## src/rtl/nnrv_mem_arb.sv

```systemverilog
// Two-master arbiter (instruction fetch, load/store) onto one single-port
// 1-cycle-latency RAM. LSU wins by default; a starved fetch is forced ahead.
module nnrv_mem_arb #(
  parameter int unsigned MAX_WAIT = 4,
  parameter int unsigned AW       = 30
) (
  input  logic          i_clk,
  input  logic          i_rst,
  input  logic          i_if_req,
  input  logic [31:0]   i_if_addr,
  output logic          o_if_gnt,
  output logic          o_if_rvalid,
  output logic [31:0]   o_if_rdata,
  input  logic          i_ls_req,
  input  logic          i_ls_we,
  input  logic [3:0]    i_ls_be,
  input  logic [31:0]   i_ls_addr,
  input  logic [31:0]   i_ls_wdata,
  output logic          o_ls_gnt,
  output logic          o_ls_rvalid,
  output logic [31:0]   o_ls_rdata,
  output logic          o_ram_en,
  output logic [3:0]    o_ram_we,
  output logic [AW-1:0] o_ram_addr,
  output logic [31:0]   o_ram_wdata,
  input  logic [31:0]   i_ram_rdata,
  output logic [3:0]    o_wait_cnt
);

  typedef enum logic [1:0] {OWN_NONE, OWN_IF, OWN_LS} owner_t;

  owner_t      owner_q, owner_d;
  logic [3:0]  wait_q, wait_d;
  logic [31:0] if_hold_q, ls_hold_q;
  logic        if_force;

  assign if_force = (wait_q >= 4'(MAX_WAIT));

  // NOTE: every signal gets a default before any branch, so no latch is inferred.
  always_comb begin
    o_if_gnt    = 1'b0;
    o_ls_gnt    = 1'b0;
    o_ram_en    = 1'b0;
    o_ram_we    = 4'b0000;
    o_ram_addr  = '0;
    o_ram_wdata = '0;
    owner_d     = OWN_NONE;
    wait_d      = 4'd0;
    // Grants are gated by reset so nothing leaks out while i_rst is high.
    if (!i_rst) begin
      o_ls_gnt = i_ls_req && !(i_if_req && if_force);
      o_if_gnt = i_if_req && !o_ls_gnt;
      if (o_ls_gnt) begin
        o_ram_en    = 1'b1;
        o_ram_addr  = i_ls_addr[AW+1:2];
        o_ram_we    = i_ls_we ? i_ls_be : 4'b0000;
        o_ram_wdata = i_ls_wdata;
        owner_d     = i_ls_we ? OWN_NONE : OWN_LS;
      end else if (o_if_gnt) begin
        o_ram_en   = 1'b1;
        o_ram_addr = i_if_addr[AW+1:2];
        owner_d    = OWN_IF;
      end
      if (i_if_req && !o_if_gnt)
        wait_d = (wait_q == 4'd15) ? wait_q : wait_q + 4'd1;
    end
  end

  // NOTE: sequential state uses non-blocking assignments only.
  always_ff @(posedge i_clk or posedge i_rst) begin
    if (i_rst) begin
      owner_q   <= OWN_NONE;
      wait_q    <= 4'd0;
      if_hold_q <= '0;
      ls_hold_q <= '0;
    end else begin
      owner_q <= owner_d;
      wait_q  <= wait_d;
      if (o_if_rvalid) if_hold_q <= i_ram_rdata;
      if (o_ls_rvalid) ls_hold_q <= i_ram_rdata;
    end
  end

  // Read data is passed straight through on the rvalid cycle, then held.
  assign o_if_rvalid = (owner_q == OWN_IF);
  assign o_ls_rvalid = (owner_q == OWN_LS);
  assign o_if_rdata  = o_if_rvalid ? i_ram_rdata : if_hold_q;
  assign o_ls_rdata  = o_ls_rvalid ? i_ram_rdata : ls_hold_q;
  assign o_wait_cnt  = wait_q;

endmodule

```

## config.mk

```make
export PLATFORM = sky130hd
export DESIGN_NAME = nnrv_mem_arb
export DESIGN_NICKNAME = d
export VERILOG_FILES = /design/src/rtl/nnrv_mem_arb.sv
export SDC_FILE = /design/constraint.sdc
export NUM_CORES = 1
export LEC_CHECK = 0
export BUFFER_PORTS_ARGS = -buffer_cell sky130_fd_sc_hd__buf_2
export CORE_AREA = 4 4 106 108
export DETAILED_ROUTE_END_ITERATION = 16
export DIE_AREA = 0 0 110 112
export HOLD_SLACK_MARGIN = 0.08
export PLACE_DENSITY_LB_ADDON = 0.15
export SYNTH_ARGS = -nofsm -noshare
export SYNTH_HDL_FRONTEND = slang
export SYNTH_SLANG_ARGS = --single-unit
```

## constraint.sdc

```tcl
create_clock -name i_clk -period 4.5 [get_ports i_clk]
set_clock_uncertainty 0.15 [all_clocks]
set_input_delay 0.675 -clock i_clk [delete_from_list [all_inputs] [get_ports i_clk]]
set_output_delay 0.675 -clock i_clk [all_outputs]
set_load 0.02 [all_outputs]
```

### After elaboration in Yosys (flattened, before gate mapping)

Index checks and enable logic that the tools add are counted.

| word-level totals | value |
|---|---|
| flip-flop bits (word level) | 70 |
| latch bits | 0 |
| memory bits (writable) | 0 |
| bits in read-only memories | 0 |
| bits of input ports | 137 |
| output and inout bits | 139 |
| logic and storage cells | 39 |
| memories | 0 |

| operators by class | value |
|---|---|
| $add $sub $neg | 1 |
| $mul | 0 |
| divide/modulo/power cells | 0 |
| order comparisons | 1 |
| eq/ne operators | 4 |
| shift operators | 0 |
| mux-type cells | 22 |
| bitwise gates (word level) | 0 |
| reductions and logical operators | 7 |

Operators with widths:

| operator | count |
|---|---|
| $mux W32 | 4 |
| $mux W30 | 3 |
| $mux W4 | 6 |
| $mux W1 | 6 |
| $mux W2 | 3 |
| $add A4 B1 Y4 const B | 1 |
| $eq A4 B4 Y1 const B | 1 |
| $ge A4 B3 Y1 const B | 1 |
| $logic_and A1 B1 Y1 | 4 |
| $logic_not A1 Y1 | 3 |
| $ne A3 B3 Y1 const B | 1 |
| $eq A2 B1 Y1 const B | 1 |
| $eq A2 B2 Y1 const B | 1 |

### Longest topological paths before layout

| logic depth | value |
|---|---|
| depth after elaboration | 10 |
| gate-level depth with buffers | 6 |
| gate-level depth less buffers | 3 |

### Worst setup path after synthesis

No wires, ideal clock.

| timing path | value |
|---|---|
| kind | input -> output |
| from | input i_rst |
| to | output o_ram_wdata[22] |
| arrival | 3.085 ns |
| required time | 3.675 ns |
| setup slack | 0.590 ns |
| cell stages on the path | 5 |
| buffers on the path | 2 |
| path through | inv_1 -> and3_1 -> buf_6 -> buf_2 -> and2_1 |

| between the ends | value |
|---|---|
| longest elaborated chain between the ends | 1 |

Ends and longest elaborated chain:

| what | line | text |
|---|---|---|
| start: declaration | 8 | `input logic i_rst,` |
| $mux W32 | 50 | `if (!i_rst) begin` |
| end: declaration | 25 | `output logic [31:0] o_ram_wdata,` |

Every way passes these cells.

### Final worst setup path

| timing path | value |
|---|---|
| from | register wait_q[2], in the netlist o_wait_cnt[2] |
| to | output o_ram_addr[7] |

| between the ends | value |
|---|---|
| longest elaborated chain between the ends | 9 |

Ends and longest elaborated chain:

| what | line | text |
|---|---|---|
| start: declaration | 33 | `logic [3:0] wait_q, wait_d;` |
| start signal: assignment | 78 | `wait_q <= wait_d;` |
| $ge A4 B3 Y1 (*) | 37 | `assign if_force = (wait_q >= 4'(MAX_WAIT));` |
| $logic_and A1 B1 Y1 (*) | 51 | `o_ls_gnt = i_ls_req && !(i_if_req && if_force);` |
| $logic_not A1 Y1 (*) | 51 |  |
| $logic_and A1 B1 Y1 (*) | 51 |  |
| $logic_not A1 Y1 | 52 | `o_if_gnt = i_if_req && !o_ls_gnt;` |
| $logic_and A1 B1 Y1 | 52 |  |
| $mux W30 | 59 | `end else if (o_if_gnt) begin` |
| $mux W30 (*) | 53 | `if (o_ls_gnt) begin` |
| $mux W30 (*) | 50 |  |
| end: declaration | 24 | `output logic [AW-1:0] o_ram_addr,` |

Mark *: on every way between the ends. The rest lies on a longest branch, timed or not.

==> results.py <==
metrics = {
    "synth": {
        "synthSimpleGateAreaFrac": 0.1088,
        "synth-seq-area-share": 0.5362,
        "number_of_synthesized_register_bits": 70,
        "synth_compound_area_frac": 0.08196,
        "yosys_warnings": 0,
        "synth.area.mux_share": 0.2206,
        "post_synth_instance_area_sq_mm": 0.003267,
        "post_synth_xor_area_fraction": 0,
        "netlist_instances": 237,
        "dominant_combinational_cell_family_by_area_after_synthesis": "multiplexers",
        "synth_fp_nets": 375,
        "yosys.cell_types.count": 19,
        "yosys.area_share.adder": 0.003830,
        "post_synth.cell_area_avg_sq_um": 13.78,
    },
    "setup_path": {
        "cp-start-kind": "flop",
        "critPathRequiredTime_ns": 3.67,
        "crit_type": "reg2out",
        "worst-endpoint-arrival_ns": 2.27,
        "timing.critical_path.to_type": "output port",
        "path_max_fanout": 68,
    },
    "sta": {
        "report.final.slew_viol_count": 0,
        "fin_hold_ws_ns": 0.3306,
        "max-slew-margin-rel": 0.2884,
        "rsz0062_at_grt": "false",
        "final.period_utilization": 0.6879,
        "finalCriticalPeriod_ns": 3.096,
        "max_freq_mhz": 323.0,
        "setup-tns-final_ns": 0,
        "worst_slew_pin_slew_ns": 1.067,
        "finalHoldViolations": 0,
        "final-setup-viol-count": 0,
    },
    "global_routing": {
        "grt_start_max_net_pins": 71,
        "grt-ovfl-total": 0,
        "grt_pass1_vias": 3090,
        "grt_antenna_before_repair": 0,
        "grt_pass1_wl_mm": 16.01,
        "globalRouteTotalUtil": 0.1689,
    },
    "clocking": {
        "clk_pin_slew_ns": 0.07,
        "tritoncts": "built",
        "htreeDepth": 3,
        "clk-insertion-delay-late_ns": 0.34,
        "cts_root_buf": "clkbuf_8",
        "clk_path_buf_depth": 2,
        "post_cts_buffers": 0,
        "cts_resized": 0,
        "holdBufCountCts": 0,
        "tritoncts.num_buffers": 9,
        "cts.sinks": 70,
    },
    "finish": {
        "flow.area_growth_from_synthesis_pct": 50.48,
        "finish.net_count": 640,
        "post_route_cells_drive_above_1_share": 0.7470,
        "utilization": 0.4805,
        "antenna-diode-count": 0,
    },
    "flow_run": {
        "max_cap_viol_count": 0,
    },
    "outcome": {
        "status": "finished clean",
    },
    "placement": {
        "routabilityCongestion": 0.8049,
        "io_buffers": 271,
        "dp.final_hpwl_mm": 8.582,
    },
    "power_and_ir_drop": {
        "cellPowerDensity_mw_per_mm2": 420.2,
        "ir_drop_mv": 0.1624,
        "power_leakage_nw": 2.706,
    },
    "routing": {
        "route.detailed.drc": 0,
        "drt_wl_total_mm": 10.89,
        "avgViaCountPerCell": 4.545,
        "wl_per_cell_um": 16.96,
        "first_drt_iteration_drcs": 82,
        "detail-route-antenna-nets": 0,
        "via_count": 2918,
        "drt_first_pass_iters": 4,
    },
    "floorplanning": {
        "die_y_um": 112,
        "die_width_um": 110,
        "initial_core_util": 0.3193,
        "rows": 37,
        "boundaryPins": 276,
        "core_region_area_sq_mm": 0.01023,
        "design.die.area_sq_mm": 0.01232,
    },
    "hold_path": {
        "hp-class": "reg2reg",
    },
}
==> layer usage <==
| metal | global-route usage | part of all wire |
|---|---|---|
| met1 | 0.1921 | 0.38 |
| met2 | 0.2989 | 0.52 |
| met3 | 0.05739 | 0.089 |
| met4 | 0.04239 | 0.0082 |
| met5 | 0 | 0 |
==> cell families (layout without fill, tap and decap cells) <==
family                     count (synthesis)  count (layout)
AOI/OAI and AO/OA                         31              31
adders and majority gates                  1               1
buffers and inverters                     21             290
DFF                                       70              70
muxes                                     64              64
other                                      1               1
and+or+nand+nor                           49              49
==> layout by cell type (no fill, tap or decap), drive strengths merged <==
| cell type | netlist | routed |
|---|---|---|
| nor2 | 3 | 3 |
| a22o | 30 | 30 |
| clkinvlp | 0 | 1 |
| mux2 | 64 | 64 |
| nor3b | 1 | 1 |
| dfrtp | 70 | 70 |
| clkbuf | 0 | 10 |
| inv | 2 | 3 |
| and2 | 32 | 32 |
| ha | 1 | 1 |
| nand2b | 1 | 1 |
| buf | 19 | 273 |
| and3 | 7 | 7 |
| bufinv | 0 | 3 |
| conb | 1 | 1 |
| o21ai | 1 | 1 |
| nand2 | 1 | 1 |
| nor2b | 4 | 4 |
==> state kept, by name, summed over array words and instances (netlist names) <==
name        flops
if_hold_q      32
o_wait_cnt      4
owner_q         2
ls_hold_q      32
==> Yosys cell counts <==
cell type,n,share of area
ha_1,1,0.0038
nor2_1,3,0.0034
nor2b_2,1,0.0027
buf_2,7,0.011
buf_6,6,0.021
buf_4,6,0.014
nor2b_1,3,0.0057
dfrtp_1,70,0.54
and2_1,12,0.023
inv_1,2,0.0023
o21ai_1,1,0.0015
nand2_1,1,0.0011
and3_1,7,0.013
mux2_2,64,0.22
conb_1,1,0.0011
nor3b_2,1,0.0038
a22o_1,30,0.080
and2_4,20,0.054
nand2b_1,1,0.0019
==> cell type report <==
class                      count  area (sq um)
timing repair buffer         273          1371
clock inverter                 5         106.4
multi-input combinational    146          1371
sequential                    70          1752
clock buffer                  10         137.6
inverter                       2         7.507
fill                         997          5315
tap                          136         170.2
==> where the power goes <==
part / switching (mW) / internal (mW) / leakage (nW)
sequential: 0.0286 / 0.752 / 0.830
clock: 0.232 / 0.382 / 0.119
combinational: 0.399 / 0.272 / 1.76
==> worst max-delay path: stages (launching register included) <==
cell	delay [ns]
dfrtp_1	0.41
o21ai_1	0.13
and3_2	0.89
a22o_1	0.29
buf_2	0.18
==> worst paths after layout <==
path	start	depth (start not counted)	slack, ns	end
max	o_wait_cnt[2]	4	1.40	o_ram_addr[7]
min	o_wait_cnt[0]	1	0.33	o_wait_cnt[0]
max reg2reg	owner_q[1]	2	2.55	if_hold_q[2]
min reg2reg	o_wait_cnt[0]	1	0.33	o_wait_cnt[0]
max in group asynchronous	i_rst	3	3.14	if_hold_q[22]
min in group asynchronous	i_rst	3	0.48	ls_hold_q[13]
==> metrics by stage <==
stage               setup WS [ns]  area, sq um  power, mW  std cells
CTS                         1.365         4916      2.105        642
finish                      1.404         4916      2.065        642
global route                1.168         4916      2.183        642
detailed placement          1.420         4672      1.475        627
global placement            1.458         4672      1.460        627
floorplan                  0.5900         3267      1.221        237
No activity file was read; power rests on OpenSTA's default activity.
